**src/rtl/mdr_read_seq_pkg.sv**
```systemverilog
// Shared types and constants for the MDR read sequencer.
package mdr_read_seq_pkg;

  localparam int MEM_LAT_MIN = 1;
  localparam int MEM_LAT_MAX = 7;
  localparam int LAT_CNT_W   = 3;

  typedef enum logic [2:0] {
    ST_IDLE,
    ST_RD_HI,
    ST_WAIT_HI,
    ST_RD_LO,
    ST_WAIT_LO,
    ST_DONE
  } state_t;

  // Saturates an out-of-range latency into the supported window.
  function automatic int clamp_lat(input int lat);
    if (lat < MEM_LAT_MIN) return MEM_LAT_MIN;
    if (lat > MEM_LAT_MAX) return MEM_LAT_MAX;
    return lat;
  endfunction

endpackage

```
**src/rtl/mdr_read_seq_lat_cnt.sv**
```systemverilog
// Memory latency counter shared by both WAIT states; hit_next is the one-cycle look-ahead
// used to register the shift-register write strobes.
module mdr_read_seq_lat_cnt
  import mdr_read_seq_pkg::*;
#(
  parameter int MEM_LAT = 1
) (
  input  logic clk,
  input  logic rst_n,
  input  logic clr,
  input  logic en,
  output logic hit,
  output logic hit_next
);

  localparam logic [LAT_CNT_W-1:0] LAT = LAT_CNT_W'(MEM_LAT);

  logic [LAT_CNT_W-1:0] count;

  // NOTE: sequential state uses non-blocking assignments so every flop samples pre-edge values.
  always_ff @(posedge clk or negedge rst_n) begin
    if (!rst_n) begin
      count <= '0;
    end else if (clr) begin
      count <= '0;
    end else if (en) begin
      count <= count + LAT_CNT_W'(1);
    end
  end

  assign hit      = (count == LAT);
  assign hit_next = en && !clr && ((count + LAT_CNT_W'(1)) == LAT);

endmodule

```
**src/rtl/mdr_read_seq.sv**
```systemverilog
// MDR read sequencer: issues byte reads and drives the MDR shift-register strobes.
// Optional misaligned word-read trap: define MDR_READ_SEQ_ALIGN_CHECK_EN.
module mdr_read_seq
  import mdr_read_seq_pkg::*;
#(
  parameter int ADDR_W  = 16,
  parameter int MEM_LAT = 1
) (
  input  logic              clk,
  input  logic              rst_n,
  input  logic              req_valid,
  output logic              req_ready,
  input  logic [ADDR_W-1:0] req_addr,
  input  logic              req_word,
  output logic              done,
  output logic              err,
  output logic [ADDR_W-1:0] mem_addr,
  output logic              mem_rd,
  output logic              byte_high_we,
  output logic              byte_low_we,
  output logic              byte_high_rst
);

  localparam int LAT_EFF = clamp_lat(MEM_LAT);

  state_t            state;
  logic [ADDR_W-1:0] addr_q;
  logic              in_rd;
  logic              in_wait;
  logic              cnt_en;
  logic              cnt_clr;
  logic              cnt_hit;
  logic              cnt_hit_next;

  assign in_rd   = (state == ST_RD_HI)   || (state == ST_RD_LO);
  assign in_wait = (state == ST_WAIT_HI) || (state == ST_WAIT_LO);

  // Counting starts in the read cycle so the count equals elapsed latency inside WAIT;
  // leaving a WAIT state clears it for the next byte.
  assign cnt_en  = in_rd || in_wait;
  assign cnt_clr = !cnt_en || (in_wait && cnt_hit);

  mdr_read_seq_lat_cnt #(
    .MEM_LAT (LAT_EFF)
  ) u_lat_cnt (
    .clk      (clk),
    .rst_n    (rst_n),
    .clr      (cnt_clr),
    .en       (cnt_en),
    .hit      (cnt_hit),
    .hit_next (cnt_hit_next)
  );

`ifndef MDR_READ_SEQ_ALIGN_CHECK_EN
  assign err = 1'b0;
`endif

  always_ff @(posedge clk or negedge rst_n) begin
    if (!rst_n) begin
      state         <= ST_IDLE;
      addr_q        <= '0;
      mem_addr      <= '0;
      mem_rd        <= 1'b0;
      req_ready     <= 1'b1;
      done          <= 1'b0;
      byte_high_we  <= 1'b0;
      byte_low_we   <= 1'b0;
      byte_high_rst <= 1'b0;
`ifdef MDR_READ_SEQ_ALIGN_CHECK_EN
      err           <= 1'b0;
`endif
    end else begin
      // NOTE: strobes default low every cycle, so each one is a single-cycle pulse unless re-armed.
      mem_rd        <= 1'b0;
      done          <= 1'b0;
      byte_high_we  <= 1'b0;
      byte_low_we   <= 1'b0;
      byte_high_rst <= 1'b0;
`ifdef MDR_READ_SEQ_ALIGN_CHECK_EN
      err           <= 1'b0;
`endif
      case (state)
        ST_IDLE: begin
          if (req_valid) begin
            addr_q    <= req_addr;
            req_ready <= 1'b0;
`ifdef MDR_READ_SEQ_ALIGN_CHECK_EN
            if (req_word && req_addr[0]) begin
              state <= ST_DONE;
              done  <= 1'b1;
              err   <= 1'b1;
            end else
`endif
            begin
              mem_rd   <= 1'b1;
              mem_addr <= req_addr;
              if (req_word) begin
                state <= ST_RD_HI;
              end else begin
                state         <= ST_RD_LO;
                byte_high_rst <= 1'b1;
              end
            end
          end
        end
        ST_RD_HI: begin
          state        <= ST_WAIT_HI;
          byte_high_we <= cnt_hit_next;
        end
        ST_WAIT_HI: begin
          if (cnt_hit) begin
            state    <= ST_RD_LO;
            mem_rd   <= 1'b1;
            mem_addr <= addr_q + ADDR_W'(1);
          end else begin
            byte_high_we <= cnt_hit_next;
          end
        end
        ST_RD_LO: begin
          state       <= ST_WAIT_LO;
          byte_low_we <= cnt_hit_next;
        end
        ST_WAIT_LO: begin
          if (cnt_hit) begin
            state <= ST_DONE;
            done  <= 1'b1;
          end else begin
            byte_low_we <= cnt_hit_next;
          end
        end
        ST_DONE: begin
          state     <= ST_IDLE;
          req_ready <= 1'b1;
        end
        default: begin
          state     <= ST_IDLE;
          req_ready <= 1'b1;
        end
      endcase
    end
  end

endmodule

```
**config.mk**
```make
export PLATFORM = sky130hd
export DESIGN_NAME = mdr_read_seq
export DESIGN_NICKNAME = d
export VERILOG_FILES = /design/src/rtl/mdr_read_seq_pkg.sv /design/src/rtl/mdr_read_seq_lat_cnt.sv /design/src/rtl/mdr_read_seq.sv
export SDC_FILE = /design/constraint.sdc
export NUM_CORES = 1
export LEC_CHECK = 0
export BUFFER_PORTS_ARGS = -buffer_cell sky130_fd_sc_hd__buf_2
export CAP_MARGIN = 20
export CORE_MARGIN = 2
export CORE_UTILIZATION = 45
export DETAILED_ROUTE_END_ITERATION = 10
export GPL_ROUTABILITY_DRIVEN = 0
export PLACE_DENSITY = 0.67
export SLEW_MARGIN = 20
export SYNTH_ARGS = -nofsm -noshare
export SYNTH_HDL_FRONTEND = slang
export SYNTH_SLANG_ARGS = --single-unit
```
**constraint.sdc**
```tcl
create_clock -name clk -period 2 [get_ports clk]
set_input_delay 0 -clock clk [delete_from_list [all_inputs] [get_ports clk]]
set_output_delay 0 -clock clk [all_outputs]
set_load 0.02 [all_outputs]
```
=== After elaboration in Yosys (flattened, before gate mapping) ===
Cells that the tools add are included.

* Flip-flop bits (word level): 44
* Latch bits: 0
* Bits in writable memories: 0
* Bits in read-only memories: 0
* Input port bits: 20
* Logic and storage cells: 61
* Memories: 0

* Add/subtract/negate cells: 2
* Multiply operators: 0
* Divide/modulo/power cells: 0
* Order comparisons: 0
* Equal/unequal tests: 9
* Shift-type cells: 0
* Muxes and demuxes: 22
* Bitwise logic cells: 1
* Reduce and logical (&&, ||, !) cells: 17

{| class="wikitable"
|+ Operators by type and width
! operator !! number
|-
| 16-bit two-way mux || 2
|-
| 16-bit one-hot mux with 2 select lines || 1
|-
| 16-bit by 1-bit adder with 16-bit output (second input constant) || 1
|-
| 3-bit two-way mux || 5
|-
| 3-bit one-hot mux with 5 select lines || 1
|-
| 3-bit by 1-bit equality test with 1-bit output (second input constant) || 3
|-
| 1-bit two-way mux || 8
|-
| 1-bit one-hot mux with 2 select lines || 4
|-
| 3-bit by 2-bit equality test with 1-bit output (second input constant) || 2
|-
| 2-bit != test (second input constant) || 3
|-
| 3-bit AND reduction || 2
|-
| 1-bit logical OR || 4
|-
| 2-bit AND reduction || 2
|-
| 2-bit nonzero test || 2
|-
| 4-bit OR reduction || 1
|-
| 3-bit by 1-bit adder with 3-bit output (second input constant) || 1
|-
| 3-bit equality test (second input constant) || 1
|-
| 1-bit logical AND || 3
|-
| 3-bit logical NOT || 1
|-
| 1-bit logical NOT || 2
|-
| 2-bit two-way mux || 1
|-
| 1-bit NOT || 1
|}

=== Logic depth before layout (Yosys ltp) ===
Gate-level depths: netlist of run 1.

* Depth in word-level cells: 10
* Gate-level depth with buffers: 9

=== Modules after synthesis ===
Synthesis of run 1 repeated with hierarchy kept, for this count alone.

* Cells, all modules: 251
* Area total of the unflattened synthesis: 2244.7 sq um

{| class="wikitable"
|+ Modules (own cells, without submodules)
! module !! times used !! cells an instance !! area an instance (sq um) !! sequential area each (sq um)
|-
| mdr_read_seq || 1 || 232 || 2050.7 || 1027.2
|-
| mdr_read_seq_lat_cnt || 1 || 19 || 193.9 || 75.1
|}

=== Least setup slack after synthesis of run 1 ===
OpenSTA, ideal clock, no wires.

* Kind: register to register
* Start point: register u_lat_cnt.count[1]
* End point: register mem_addr[15]
* Setup time: 0.125 ns
* Arrival time: 1.575 ns
* Data required time: 1.875 ns
* Path slack: 0.300 ns
* Cell stages (with the launch flop): 10
* Period minus slack after synthesis: 1.700 ns
* Cell sequence: dfrtp_1 inv_1 ha_1 nor2b_2 mux2i_1 or3_1 buf_6 buf_8 a22oi_2 o21ai_1

* Cells in the longest elaborated chain, start to end: 3

{| class="wikitable"
|+ Ends and longest elaborated chain
! item !! RTL line !! source
|-
| start, declared || mdr_read_seq_lat_cnt.sv:18 || <nowiki>logic [LAT_CNT_W-1:0] count;</nowiki>
|-
| start signal, assigned || mdr_read_seq_lat_cnt.sv:27 || <nowiki>count <= count + LAT_CNT_W'(1);</nowiki>
|-
| 3-bit by 1-bit equality test with 1-bit output || mdr_read_seq_lat_cnt.sv:31 || <nowiki>assign hit = (count == LAT);</nowiki>
|-
| 2-bit != test (no line) || - ||
|-
| 3-bit AND reduction (no line) || - ||
|-
| end signal, assigned || mdr_read_seq.sv:96 || <nowiki>mem_addr <= req_addr;</nowiki>
|-
| end signal, assigned || mdr_read_seq.sv:114 || <nowiki>mem_addr <= addr_q + ADDR_W'(1);</nowiki>
|-
| end, declared || mdr_read_seq.sv:17 || <nowiki>output logic [ADDR_W-1:0] mem_addr,</nowiki>
|}

Every way passes these cells.
A chain may end at the register's enable or synchronous reset.

=== Worst setup path in the final report of run 1 ===
* Start point: register u_lat_cnt.count[1]
* End point: register mem_addr[10]

The elaborated chain is that of the path after synthesis.

==> reports/qor.yml, run 1 <==
dp_hpwl_um: 2910
clk_latency_ns: 0.30
leakagePower_nw: 1.28
fp.dieH_um: 73.4
grt_pass1_wl_um: 6670
track_usage_pct: 16.3
rsz0062_at_grt: "false"
vias: 1602
cap_violations: 0
yosys.area.top_type: "dfrtp_1"
arrival_ns: 1.97
ys_async_sr_fraction_pct: 100
r2r-start: "u_lat_cnt.count[1]"
initial_core_util_pct: 46.2
synth_area_leaders: "dfrtp_1 50%, mux2_2 7.3%, o21ai_0 5.1%"
hold_path.class: "input pin to asynchronous set/reset pin"
grt_max_degree: 45
cp_max_fo: 26
synth_fp_nets: 226
cts_max_level: 2
r2r_end: "mem_addr[10]"
synth-edff-count: 0
synthTopCellsByCount: "43 x dfrtp_1, 24 x nand2_1, 22 x o21ai_0"
io-pin-count: 43
port_buffers: 41
vdd_drop_max_v: 0.000580
clk_pin_slew_ns: 0.08
critPathKind: "flip-flop to flip-flop"
status: "completed"
final.setup.tns_ns: 0
ys_seq_elements: 44
drtPass1Iterations: 4
vias_per_cell: 4.99
final-hold-violation-count: 0
clockBufferDepth: 2
drc: 0
core_area_mm2: 0.00469
cts_sinks: 44
cts_tree: "done"
setup_viol: 0
p_per_area_mw_per_mm2: 1550
critPathRequiredTime_ns: 2.17
ys_types: 40
fin_crit_ns: 1.80
synth_area_mm2: 0.00217
fillers: 414
wirelength_um: 4050
worst_hold_slack_ns: 0.212
endpoint_kind: "flip-flop"
reg2reg_setup_slack_ns: 0.20
fin_crit_sh_pct: 89.9
overflow: 0
drive_gt1_share_pct: 29.2
grt_pass1_vias: 1479
synth_ff_type: "dfrtp_1"
ant_nets: 0
ys_seq_area_share_pct: 50.9
num_antenna_cells: 0
cts_setup_buffers: 0
routedWlPerCell_um: 12.6
crit_path_start_kind: "flip-flop"
synthCells: 202
fmax_ghz: 0.556
clockRootBuffer: "clkbuf_8"
die_area_mm2: 0.00539
antenna_found_initial: 0
reg2reg_depth: 8
cts_buffers: 5
syn_area_per_cell_um2: 10.7
rows: 25
yosys_warnings: 0
die_x_um: 73.4
fin_skew_ns: 0.00866
synthMostInstantiatedCell: "dfrtp_1"
final_nets: 290
yosysTopAreaCellShare_pct: 49.7
drv_slew: 0
drt_iter0_drc: 63
area_growth_pct: 27.1
-- timing repair --
item                                   in CTS  in global routing
endpoints found under the hold margin      69                  0
hold buffers                               19                  0
setup endpoints to repair                   0                  1
resized for setup                           0                  1
-- flip-flops by register name, summed over array words and instances (netlist names) --
register	cells
addr_q	16
req_ready	1
byte_high_rst	1
u_lat_cnt.count	3
mem_addr	16
byte_high_we	1
done	1
byte_low_we	1
mem_rd	1
state	3
-- kinds of logic after synthesis --
| logic type | Yosys count | share of synthesized area (%) |
|---|---|---|
| AOI/OAI and AO/OA | 38 | 10.2 |
| xor gates and xnor gates | 16 | 6.47 |
| adders and majority gates | 4 | 2.31 |
| buffers and inverters | 17 | 4.85 |
| DFF | 44 | 50.9 |
| muxes | 21 | 10.5 |
| other | 1 | 0.173 |
| and+or+nand+nor | 61 | 14.6 |
-- worst max path at each step --
stage / slack, ns / startpoint / endpoint / depth (start not counted)
floorplan: 0.30 / u_lat_cnt.count[1] / mem_addr[15] / 9
CTS: 0.16 / u_lat_cnt.count[1] / mem_addr[10] / 8
detailed placement: 0.16 / u_lat_cnt.count[1] / mem_addr[10] / 8
global placement: 0.27 / u_lat_cnt.count[1] / mem_addr[12] / 8
global route: 0.03 / u_lat_cnt.count[1] / mem_addr[10] / 8
finish: 0.20 / u_lat_cnt.count[1] / mem_addr[10] / 8
-- layer usage --
metal  vias up  GRT usage [%]  share of wire [%]
met5         -              0                  0
li1        820              -                  -
met2        38           25.1                 46
met3         7           3.84                3.9
met4         0           7.88                1.9
met1       737           21.5                 48
-- per-stage QoR --
step / total power [W] / std cells / util [%] / cell area (µm²) / setup slack, ns
after floorplan: 0.00307 / 202 / - / 2170 / 0.300
after detailed placement: 0.00356 / 294 / 52.0 / 2440 / 0.160
after global routing: 0.00460 / 321 / 58.7 / 2750 / 0.0276
after CTS: 0.00430 / 321 / 58.6 / 2750 / 0.164
after global placement: 0.00349 / 294 / 52.0 / 2440 / 0.269
final: 0.00426 / 321 / 58.7 / 2750 / 0.201
-- worst max-delay path, cell delays in order (launching register included) --
cell     delay (ns)
dfrtp_1        0.39
inv_1          0.08
ha_1           0.15
nor2b_2        0.17
mux2i_1        0.08
or3_1          0.33
buf_6          0.19
a22oi_1        0.18
o21ai_0        0.11
-- layout by cell type, fill, tap and decap left out, drive strengths merged, types with 2 or more instances in the layout --
cell type	netlist	final
mux2i	7	7
ha	4	4
nor3	2	2
o21ai	23	23
clkbuf	1	6
a21oi	5	5
nand2	24	24
xor2	8	8
nor2	13	13
mux2	14	14
inv	7	7
dfrtp	43	43
xnor2	8	8
nand4	3	3
buf	9	48
a22oi	7	7
and2	2	2
dlygate4sd3	0	19
nand3	6	6
nand2b	3	3
-- where the power goes --
part           switching [W]  leakage (nW)  internal [W]
registers           0.000344         0.543       0.00131
logic                0.00102         0.676      0.000879
clock network       0.000301        0.0614      0.000408
total                0.00166          1.28       0.00260
-- cell type report --
type	count	area (µm²)	area share (%)
Inverter	7	26.3	0.954
Timing Repair Buffer	67	477	17.3
Tap cell	54	67.6	2.45
Clock buffer	6	82.6	3.00
Sequential cell	44	1100	40.0
Clock inverter	2	38.8	1.41
Multi-Input combinational cell	141	960	34.8
(Power assumes the default switching activity.)
==> run 2: changes to the inputs <==
- ABC_AREA: default -> 1
- GPL_TIMING_DRIVEN: default -> 0
==> reports/qor.yml, run 2 <==
status: "completed"
p_per_area_mw_per_mm2: 1490  # -3.8%
cts_tree: "done"
critPathTopFamily: "simple AND/OR/NAND/NOR gates"
p_seq_share_pct: 37.0  # -1.8 points
final_nets: 393  # +36%
clockBufferDepth: 2  # unchanged
synthTopCellsByCount: "97 x nand2_1, 44 x nor2_1, 43 x dfrtp_1"
die_area_mm2: 0.00573  # +6.4%
rows: 26  # +4.0%
critPathKind: "flip-flop to flip-flop"
cts_setup_buffers: 0  # unchanged
cp_slowest_stage_delay_ns: 0.39  # about the same
critPathRequiredTime_ns: 2.25  # +0.08 ns
port_buffers: 41  # unchanged
synth_fp_nets: 326  # +44%
top_regs: "addr_q: 16 flops, mem_addr: 16 flops"
io-pin-count: 43  # unchanged
num_antenna_cells: 0  # unchanged
yosys_warnings: 0  # unchanged
combPwrFrac_pct: 47.0  # +2.5 points
cts-resized-gates: 0  # unchanged
grt_pass1_wl_um: 8990  # +35%
final_common_cell: "nand2_1"
fp.dieH_um: 75.7  # +3.1%
synthMostInstantiatedCell: "nand2_1"
drc: 0  # unchanged
track_usage_pct: 21.2  # +4.9 points
drive_gt1_share_pct: 20.0  # -9.2 points
crit_top_cell: "inv_1"
ys_types: 29  # -28%
cts_buffers: 5  # unchanged
routedWlPerCell_um: 11.8  # -6.1%
clk_latency_ns: 0.31  # about the same
drv_slew: 0  # unchanged
critical_path_buf_inv_count: 4  # +2
hold_path.class: "input pin to flip-flop"
ys_async_sr_fraction_pct: 100  # unchanged
fmax_ghz: 0.641  # +15%
vdd_drop_max_v: 0.000922  # +59%
clockRootBuffer: "clkbuf_8"
die_x_um: 75.7  # +3.1%
p_switching_w: 0.00192  # +16%
grt_pass1_vias: 1996  # +35%
power.internal_w: 0.00242  # -6.8%
finish.utilization_pct: 57.9  # -0.83 points
ys_seq_area_share_pct: 47.6  # -3.2 points
vias: 2044  # +28%
antenna_found_initial: 0  # unchanged
dp_hpwl_um: 3660  # +26%
worst_path_max_delay_cell: "dfrtp_1"
yosys.area.top_type: "dfrtp_1"
fin_skew_ns: 0.00978  # +0.00113 ns
cts_sinks: 44  # unchanged
p_clk_share_pct: 16.0  # -0.6 points
ant_nets: 0  # unchanged
cap_violations: 0  # unchanged
drtPass1Iterations: 4  # unchanged
endpoint_kind: "flip-flop"
initial_core_util_pct: 45.9  # -0.31 points
clk_pin_slew_ns: 0.09  # about the same
final.setup.tns_ns: 0  # unchanged
rsz0062_at_grt: "false"
ys_seq_elements: 44  # unchanged
synth_area_leaders: "dfrtp_1 47%, nand2_1 16%, nor2_1 7.1%"
synth_ff_type: "dfrtp_1"
sw_frac_of_total_pct: 44.3  # +5.3 points
synth-edff-count: 0  # unchanged
synth_area_mm2: 0.00231  # +6.8%
leakagePower_nw: 1.49  # +16%
fin_crit_sh_pct: 78.0  # -12 points
path_cells: "inv_1 > ha_1 > inv_1 > nor2_2 > inv_1 > nor2_1 > nor2_4 > buf_6 > nor2_1 > nand2_1 > nand2_1"
wirelength_um: 5210  # +29%
syn_area_per_cell_um2: 7.66  # -29%
mostFrequentLayoutCells: "97 x nand2_1, 45 x buf_2, 44 x nor2_1"
core_area_mm2: 0.00504  # +7.5%
synthCells: 302  # +50%
yosysTopAreaCellShare_pct: 46.5  # -3.1 points
holdBufCountCts: 18  # -1
drt_iter0_drc: 97  # +54%
vias_per_cell: 4.65  # -6.9%
crit_path_start_kind: "flip-flop"
arrival_ns: 1.81  # -0.16 ns
cts_max_level: 2  # unchanged
setup_viol: 0  # unchanged
area_growth_pct: 26.1
overflow: 0  # unchanged
final-hold-violation-count: 0  # unchanged
cp_max_fo: 10  # -62%
grt_max_degree: 45  # unchanged
fin_crit_ns: 1.56  # -0.238 ns
run 2: changes by cell type after synthesis, moves of 6 or more:
cell and change:
inv_1 +19, mux2_2 -14, nor2_1 +33, nand2_1 +73
a22oi_1 -6, xnor2_1 -7, mux2i_1 -7, nand3_1 +12
run 2: cell type report:
| class | instances | area (µm²) |
|---|---|---|
| buffer | 9 | 57.6 |
| clock inverter | 3 | 42.5 |
| fill | 499 | 2120 |
| multi-input combinational | 219 | 1040 |
| timing repair buffer | 60 | 405 |
| inverter | 30 | 113 |
| tap | 70 | 87.6 |
| clock buffer | 5 | 68.8 |
| sequential | 44 | 1100 |
run 2: kinds of logic (layout without fill, tap and decap cells):
family	Yosys count	count (layout)	synth area share, %
buf+inv	39	107	7.35
flops	44	44	47.6
fa+ha+maj	4	4	2.16
other cells	1	1	0.162
xor+xnor	5	5	1.89
simple gates	172	172	32.2
compound gates	37	37	8.60
run 2: stage by stage:
step	worst slack (ns)	hold slack, ns	cell area [µm²]	power [W]	cells
floorplan	0.600	-0.296	2310	0.00308	302
global placement	0.474	0.173	2610	0.00361	413
detailed placement	0.438	0.172	2610	0.00365	413
CTS	0.408	0.0869	2900	0.00439	439
global route	0.240	0.115	2920	0.00480	440
finish	0.439	0.0844	2920	0.00435	440
run 2: worst paths after layout:
path                       depth (start not counted)  slack, ns                from      endpoint
hold reg to reg                                    2       0.48        mem_addr[13]  mem_addr[13]
setup reg to reg                                  11       0.44  u_lat_cnt.count[1]  mem_addr[15]
hold / removal                                     3       0.08           req_valid      state[0]
min in group asynchronous                          2       0.15               rst_n   mem_addr[2]
max in group asynchronous                          3       1.30               rst_n     req_ready
setup / recovery                                  11       0.44  u_lat_cnt.count[1]  mem_addr[15]
run 2: metal layers:
layer / up-vias / wire, µm / GRT usage (%)
li1: 1083 / - / -
met1: 911 / 2490 / 28.6
met2: 45 / 2390 / 33.7
met3: 5 / 259 / 5.16
met4: 0 / 66 / 6.63
met5: - / 0 / 0
run 2: power by group through the flow:
stage	combinational (W)	sequential [W]	clock, W
finish	0.00204	0.00161	0.000695
global route	0.00237	0.00168	0.000741
CTS	0.00207	0.00161	0.000709
detailed placement	0.00203	0.00162	0
global placement	0.00200	0.00161	0
floorplan	0.00126	0.00182	0
run 2: worst min-delay path, stage by stage:
cell and delay (ns):
buf_2 0.10, o211ai_1 0.11, a21oi_1 0.13
